===== src/rtl/tt_ovi_pkg.sv =====
// Shared OVI completion-stage widths, the completion record type and its packing helper.
package tt_ovi_pkg;

  localparam int DEF_DEPTH = 4;
  localparam int SB_ID_W   = 5;
  localparam int DATA_W    = 64;
  localparam int FFLAGS_W  = 5;
  localparam int VSTART_W  = 14;

  typedef struct packed {
    logic [SB_ID_W-1:0]  sb_id;
    logic [FFLAGS_W-1:0] fflags;
    logic                vxsat;
    logic [DATA_W-1:0]   dest_reg;
  } ovi_cmpl_t;

  function automatic ovi_cmpl_t make_cmpl(input logic [SB_ID_W-1:0]  sb_id,
                                          input logic [FFLAGS_W-1:0] fflags,
                                          input logic                vxsat,
                                          input logic [DATA_W-1:0]   dest_reg);
    ovi_cmpl_t c;
    c.sb_id    = sb_id;
    c.fflags   = fflags;
    c.vxsat    = vxsat;
    c.dest_reg = dest_reg;
    return c;
  endfunction

endpackage


===== src/rtl/tt_ovi_completion_tracker_if.sv =====
// Hand-off, commit and completion bundle between the OVI wrapper and the completion tracker.
interface tt_ovi_completion_tracker_if #(
  parameter int DEPTH   = tt_ovi_pkg::DEF_DEPTH,
  parameter int SB_ID_W = tt_ovi_pkg::SB_ID_W,
  parameter int DATA_W  = tt_ovi_pkg::DATA_W
) ();
  localparam int CNT_W = $clog2(DEPTH + 1);

  logic                          accept_valid;
  logic [SB_ID_W-1:0]            accept_sb_id;
  logic                          accept_ready;
  logic                          commit_valid;
  logic [DATA_W-1:0]             commit_data;
  logic [tt_ovi_pkg::FFLAGS_W-1:0] commit_fflags;
  logic                          commit_vxsat;
  logic                          flush;
  logic                          completed_valid;
  logic [SB_ID_W-1:0]            completed_sb_id;
  logic [tt_ovi_pkg::FFLAGS_W-1:0] completed_fflags;
  logic [DATA_W-1:0]             completed_dest_reg;
  logic                          completed_vxsat;
  logic [tt_ovi_pkg::VSTART_W-1:0] completed_vstart;
  logic                          completed_illegal;
  logic                          issue_credit;
  logic [CNT_W-1:0]              inflight_cnt;
  logic                          err_underflow;

  modport master (
    output accept_valid, accept_sb_id, commit_valid, commit_data, commit_fflags,
           commit_vxsat, flush,
    input  accept_ready, completed_valid, completed_sb_id, completed_fflags,
           completed_dest_reg, completed_vxsat, completed_vstart, completed_illegal,
           issue_credit, inflight_cnt, err_underflow
  );

  modport slave (
    input  accept_valid, accept_sb_id, commit_valid, commit_data, commit_fflags,
           commit_vxsat, flush,
    output accept_ready, completed_valid, completed_sb_id, completed_fflags,
           completed_dest_reg, completed_vxsat, completed_vstart, completed_illegal,
           issue_credit, inflight_cnt, err_underflow
  );

endinterface


===== src/rtl/tt_ovi_tag_fifo.sv =====
// In-order sb_id store: push on hand-off, pop on commit, flush empties by snapping rd to wr.
module tt_ovi_tag_fifo #(
  parameter int DEPTH = 4,
  parameter int W     = 5
) (
  input  logic                         clk,
  input  logic                         reset_n,
  input  logic                         push,
  input  logic                         pop,
  input  logic                         flush,
  input  logic [W-1:0]                 din,
  output logic [W-1:0]                 head,
  output logic                         full,
  output logic                         empty,
  output logic [$clog2(DEPTH+1)-1:0]   cnt
);
  localparam int PTR_W = $clog2(DEPTH);
  localparam int CNT_W = $clog2(DEPTH + 1);

  logic [W-1:0]     mem_r [DEPTH];
  logic [PTR_W-1:0] wr_ptr_r;
  logic [PTR_W-1:0] rd_ptr_r;
  logic [CNT_W-1:0] cnt_r;
  logic             push_ok_s;
  logic             pop_ok_s;

  // Qualify events; a push into a full store is kept only when the head leaves in the same cycle.
  always_comb begin
    pop_ok_s  = pop & ~flush & (cnt_r != {CNT_W{1'b0}});
    push_ok_s = push & ~flush & ((cnt_r != CNT_W'(DEPTH)) | pop_ok_s);
  end

  // Pointer and occupancy bookkeeping.
  always_ff @(posedge clk) begin
    if (!reset_n) begin
      wr_ptr_r <= {PTR_W{1'b0}};
      rd_ptr_r <= {PTR_W{1'b0}};
      cnt_r    <= {CNT_W{1'b0}};
    end else if (flush) begin
      rd_ptr_r <= wr_ptr_r;
      cnt_r    <= {CNT_W{1'b0}};
    end else begin
      if (push_ok_s) wr_ptr_r <= wr_ptr_r + PTR_W'(1);
      if (pop_ok_s)  rd_ptr_r <= rd_ptr_r + PTR_W'(1);
      case ({push_ok_s, pop_ok_s})
        2'b10:   cnt_r <= cnt_r + CNT_W'(1);
        2'b01:   cnt_r <= cnt_r - CNT_W'(1);
        default: cnt_r <= cnt_r;
      endcase
    end
  end

  // Tag storage.
  always_ff @(posedge clk) begin
    if (!reset_n) begin
      for (int i = 0; i < DEPTH; i++) mem_r[i] <= {W{1'b0}};
    end else if (push_ok_s) begin
      mem_r[wr_ptr_r] <= din;
    end
  end

  assign head  = mem_r[rd_ptr_r];
  assign full  = (cnt_r == CNT_W'(DEPTH));
  assign empty = (cnt_r == {CNT_W{1'b0}});
  assign cnt   = cnt_r;

endmodule


===== src/rtl/tt_ovi_completion_tracker.sv =====
// OVI completion stage: pairs each pipeline commit with the oldest outstanding sb_id and
// returns a registered completion plus one issue credit.
module tt_ovi_completion_tracker #(
  parameter int DEPTH   = tt_ovi_pkg::DEF_DEPTH,
  parameter int SB_ID_W = tt_ovi_pkg::SB_ID_W,
  parameter int DATA_W  = tt_ovi_pkg::DATA_W
) (
  input logic                        clk,
  input logic                        reset_n,
  tt_ovi_completion_tracker_if.slave bus
);
  import tt_ovi_pkg::*;

  localparam int CNT_W = $clog2(DEPTH + 1);

  logic [SB_ID_W-1:0] head_s;
  logic               full_s;
  logic               empty_s;
  logic [CNT_W-1:0]   cnt_s;
  logic               pop_ok_s;
  logic               underflow_s;
  ovi_cmpl_t          cmpl_r;
  logic               valid_r;
  logic               credit_r;
  logic               err_r;

  tt_ovi_tag_fifo #(
    .DEPTH (DEPTH),
    .W     (SB_ID_W)
  ) u_tag_fifo (
    .clk     (clk),
    .reset_n (reset_n),
    .push    (bus.accept_valid),
    .pop     (bus.commit_valid),
    .flush   (bus.flush),
    .din     (bus.accept_sb_id),
    .head    (head_s),
    .full    (full_s),
    .empty   (empty_s),
    .cnt     (cnt_s)
  );

  // A commit only completes against a tag already stored; kill suppresses both outcomes.
  always_comb begin
    pop_ok_s    = bus.commit_valid & ~bus.flush & ~empty_s;
    underflow_s = bus.commit_valid & ~bus.flush & empty_s;
  end

  // Completion record, valid/credit pulses and sticky underflow flag.
  always_ff @(posedge clk) begin
    if (!reset_n) begin
      cmpl_r   <= '0;
      valid_r  <= 1'b0;
      credit_r <= 1'b0;
      err_r    <= 1'b0;
    end else begin
      valid_r  <= pop_ok_s;
      credit_r <= pop_ok_s;
      if (pop_ok_s) begin
        cmpl_r <= make_cmpl(head_s, bus.commit_fflags, bus.commit_vxsat, bus.commit_data);
      end
      if (underflow_s) begin
        err_r <= 1'b1;
      end
    end
  end

  assign bus.accept_ready       = ~full_s;
  assign bus.inflight_cnt       = cnt_s;
  assign bus.completed_valid    = valid_r;
  assign bus.issue_credit       = credit_r;
  assign bus.completed_sb_id    = cmpl_r.sb_id;
  assign bus.completed_fflags   = cmpl_r.fflags;
  assign bus.completed_vxsat    = cmpl_r.vxsat;
  assign bus.completed_dest_reg = cmpl_r.dest_reg;
  assign bus.completed_vstart   = {VSTART_W{1'b0}};
  assign bus.completed_illegal  = 1'b0;
  assign bus.err_underflow      = err_r;

endmodule

===== src/flat_wrapper.sv =====
// flat-port wrapper written by rule: the top's interface ports become plain ports
module tt_ovi_completion_tracker_flat import tt_ovi_pkg::*;
#(
  parameter int DEPTH   = tt_ovi_pkg::DEF_DEPTH,
  parameter int SB_ID_W = tt_ovi_pkg::SB_ID_W,
  parameter int DATA_W  = tt_ovi_pkg::DATA_W
)
  (clk, reset_n, bus_accept_valid, bus_accept_sb_id, bus_commit_valid, bus_commit_data, bus_commit_fflags, bus_commit_vxsat, bus_flush, bus_accept_ready, bus_completed_valid, bus_completed_sb_id, bus_completed_fflags, bus_completed_dest_reg, bus_completed_vxsat, bus_completed_vstart, bus_completed_illegal, bus_issue_credit, bus_inflight_cnt, bus_err_underflow);
  tt_ovi_completion_tracker_if #(.DEPTH(DEPTH), .SB_ID_W(SB_ID_W), .DATA_W(DATA_W)) bus_i ();
  input logic clk;
  input logic reset_n;
  input wire logic [$bits(bus_i.accept_valid)-1:0] bus_accept_valid;
  input wire logic [$bits(bus_i.accept_sb_id)-1:0] bus_accept_sb_id;
  input wire logic [$bits(bus_i.commit_valid)-1:0] bus_commit_valid;
  input wire logic [$bits(bus_i.commit_data)-1:0] bus_commit_data;
  input wire logic [$bits(bus_i.commit_fflags)-1:0] bus_commit_fflags;
  input wire logic [$bits(bus_i.commit_vxsat)-1:0] bus_commit_vxsat;
  input wire logic [$bits(bus_i.flush)-1:0] bus_flush;
  output wire logic [$bits(bus_i.accept_ready)-1:0] bus_accept_ready;
  output wire logic [$bits(bus_i.completed_valid)-1:0] bus_completed_valid;
  output wire logic [$bits(bus_i.completed_sb_id)-1:0] bus_completed_sb_id;
  output wire logic [$bits(bus_i.completed_fflags)-1:0] bus_completed_fflags;
  output wire logic [$bits(bus_i.completed_dest_reg)-1:0] bus_completed_dest_reg;
  output wire logic [$bits(bus_i.completed_vxsat)-1:0] bus_completed_vxsat;
  output wire logic [$bits(bus_i.completed_vstart)-1:0] bus_completed_vstart;
  output wire logic [$bits(bus_i.completed_illegal)-1:0] bus_completed_illegal;
  output wire logic [$bits(bus_i.issue_credit)-1:0] bus_issue_credit;
  output wire logic [$bits(bus_i.inflight_cnt)-1:0] bus_inflight_cnt;
  output wire logic [$bits(bus_i.err_underflow)-1:0] bus_err_underflow;
  assign bus_i.accept_valid = bus_accept_valid;
  assign bus_i.accept_sb_id = bus_accept_sb_id;
  assign bus_i.commit_valid = bus_commit_valid;
  assign bus_i.commit_data = bus_commit_data;
  assign bus_i.commit_fflags = bus_commit_fflags;
  assign bus_i.commit_vxsat = bus_commit_vxsat;
  assign bus_i.flush = bus_flush;
  assign bus_accept_ready = bus_i.accept_ready;
  assign bus_completed_valid = bus_i.completed_valid;
  assign bus_completed_sb_id = bus_i.completed_sb_id;
  assign bus_completed_fflags = bus_i.completed_fflags;
  assign bus_completed_dest_reg = bus_i.completed_dest_reg;
  assign bus_completed_vxsat = bus_i.completed_vxsat;
  assign bus_completed_vstart = bus_i.completed_vstart;
  assign bus_completed_illegal = bus_i.completed_illegal;
  assign bus_issue_credit = bus_i.issue_credit;
  assign bus_inflight_cnt = bus_i.inflight_cnt;
  assign bus_err_underflow = bus_i.err_underflow;
  tt_ovi_completion_tracker #(.DEPTH(DEPTH), .SB_ID_W(SB_ID_W), .DATA_W(DATA_W)) u_core (.clk(clk), .reset_n(reset_n), .bus(bus_i));
endmodule

===== config.mk =====
export PLATFORM = sky130hd
export DESIGN_NAME = tt_ovi_completion_tracker_flat
export DESIGN_NICKNAME = d
export VERILOG_FILES = /design/src/rtl/tt_ovi_pkg.sv /design/src/rtl/tt_ovi_completion_tracker_if.sv /design/src/rtl/tt_ovi_tag_fifo.sv /design/src/rtl/tt_ovi_completion_tracker.sv /design/src/flat_wrapper.sv
export SDC_FILE = /design/constraint.sdc
export NUM_CORES = 1
export LEC_CHECK = 0
export BUFFER_PORTS_ARGS = -buffer_cell sky130_fd_sc_hd__buf_2
export CORE_UTILIZATION = 45
export DETAILED_ROUTE_END_ITERATION = 12
export PLACE_DENSITY = 0.75
export SYNTH_ARGS = -nofsm -noshare
export SYNTH_HDL_FRONTEND = slang
export SYNTH_HIERARCHICAL = 1
export SYNTH_SLANG_ARGS = --single-unit
export TNS_END_PERCENT = 20

===== constraint.sdc =====
create_clock -name clk -period 2.1 [get_ports clk]
set_clock_uncertainty 0.15 [all_clocks]
set_input_delay 0.42 -clock clk [delete_from_list [all_inputs] [get_ports clk]]
set_output_delay 0.42 -clock clk [all_outputs]
set_load 0.005 [all_outputs]

==> results.ini <==
[sta]
slew_violations=0
hold_viol=0
fin_crit_sh_pct=96.7
fmax_mhz=492
rsz0062_at_grt=no
tightest_slew_ps=508
period_needed_ps=2030
setup_viol=0
fin_setup_tns_ps=0
max_slew_margin_pct=65.9

[global_route]
antenna_found_initial=0
overflow=0
grt_max_degree=87
grt_pass1_vias=3049
grt_usage_pct=17.0
grt_pass1_wl_microns=13600

[logic_synthesis]
syn_area_per_cell_sq_um=9.74
yosys_most_used_dff=dfxtp_1
ys_ff_latch=106
synth_async_sr_flop_share_pct=0
synth_most_common_cell=nand2_1
yosysTopAreaCell=dfxtp_1
yosysSeqAreaShare_pct=51.5
ys_warn_count=6
netlist_area_sq_mm=0.00451
synth_commonest_cells=nand2_1, dfxtp_1, mux2i_1
synthDominantCellAreaShare_pct=38.2
synth_edf_count=20
syn_inst=463
yosys-top-cells-area=dfxtp_1, mux2i_1, nand2_1
yosysUniqueCellTypes=36

[placement]
post-dp-hpwl_microns=6900
routabilityCongestion=0.858
port_buffers=161
dp.cells=731

[clock_tree]
clk_pin_slew_ps=90
hold_buffers=0
cts_resized=0
post-cts-setup-buffers=0
clockRootBuffer=clkbuf_8
clock_sinks=106
cts_buffers=9
clk-insertion-delay-late_ps=360
clockBufferDepth=2
cts_tree=yes
htreeDepth=3

[worst_setup_path]
startpoint_type=flop
cp_common_cell=inv_1
worstPathArrival_ps=1460
critPathRequiredTime_ps=1530
setup.worst_path.end_class=primary output
critPathMaxFanout=7
slowest_stage=dfxtp_1
cp_cell_sequence=or3b_4 > inv_1 > inv_1 > buf_2
crit_buf_inv=3
crit_family=flip-flops
crit_type=flop to primary output
cp_slowest_stage_delay_ps=460

[floorplan]
num_rows=36
fp.dieArea_sq_mm=0.0104
ios=177
die_h_microns=102
core_sq_mm=0.00973
start_util_pct=46.4
die_w_microns=102

[route]
viasPerCell=4.73
drtIter0Drc=101
drt-total-wl_microns=9380
post_drt_wl_per_cell_microns=12.6
num_vias=3530
drc_errors=0
ant_nets=0
first_pass_iters=6

[finish]
utilization_pct=56.8
fin_cells=747
drive_gt1_share_pct=31.8
areaGrowthSynthToFinish_pct=22.4
largest_reg_flops=64
nNetsFinal=690
diodes=0

[power_and_ir_drop]
power_density_mw_per_mm2=670
p_leak_nw=2.42
peakVddDrop_v=0.000347

[min_path]
worstHoldPathType=primary input to flop

[run_status]
status=finished, final reports clean

[job]
drv_cap=0

==> power breakdown <==
| group | switching [mW] | internal (mW) |
|---|---|---|
| Combinational | 0.183 | 0.166 |
| Clock | 0.650 | 0.542 |
| Sequential | 0.0325 | 2.12 |
| Total | 0.865 | 2.83 |
==> worst min-delay path, stage by stage <==
cell	delay [ps]
buf_2	90
nand2_1	40
mux2i_1	50
==> per-stage QoR <==
stage	setup WS, ps	total power [mW]	area (sq um)	hold WS (ps)
global placement	175	2.54	5340	288
global route	10.9	3.87	5520	124
floorplan	238	2.43	4560	301
detailed placement	105	2.55	5340	295
CTS	49.5	3.76	5520	125
finish	68.8	3.70	5520	146
==> cells by family after synthesis <==
kind of cell	synth area share, %
compound gates	2.69
xor+xnor	0.971
mux	19.1
other cells	0.0831
simple gates	17.6
buf+inv	7.63
fa+ha+maj	0.444
flops	51.5
==> routing by layer <==
layer | GRT usage, % | vias to the layer above | share of wire, %
li1 | - | 1777 | -
met5 | 0 | - | 0
met2 | 28.3 | 121 | 48
met3 | 4.45 | 11 | 7.9
met4 | 8.24 | 0 | 1.4
met1 | 20.3 | 1621 | 43
==> layout by cell type, fill, tap and decap left out, types with 2 or more instances in the layout <==
| master | n |
|---|---|
| nand2_1 | 161 |
| buf_2 | 160 |
| dfxtp_1 | 86 |
| mux2i_1 | 75 |
| nor2_1 | 24 |
| edfxtp_1 | 20 |
| conb_1 | 15 |
| clkbuf_8 | 9 |
| inv_1 | 7 |
| buf_4 | 5 |
| mux4_2 | 5 |
| buf_12 | 4 |
| xnor2_1 | 4 |
| o21ai_0 | 4 |
| a21oi_1 | 3 |
| clkinvlp_4 | 2 |
| clkinv_1 | 2 |
| and2_1 | 2 |
| or3_1 | 2 |
| a211oi_1 | 2 |
| nand3_1 | 2 |
==> worst paths after layout <==
check	start	end	slack, ps	depth (start not counted)
setup / recovery	u_core/u_tag_fifo/cnt[2]	bus_accept_ready	70	4
hold / removal	bus_commit_data[0]	u_core/bus.completed_dest_reg[0]	150	3
setup reg to reg	u_core/u_tag_fifo/cnt[0]	u_core/u_tag_fifo/cnt[2]	130	6
hold reg to reg	u_core/bus.completed_dest_reg[38]	u_core/bus.completed_dest_reg[38]	300	2
==> area by class of cell <==
type                            instances  area (sq um)
Clock buffer                           10           128
Clock inverter                          6          57.6
Fill cell                             871          4210
Inverter                                7          26.3
Multi-Input combinational cell        316          1900
Sequential cell                       106          2320
Tap cell                              133           166
Timing Repair Buffer                  169           918
(Power assumes the default switching activity.)
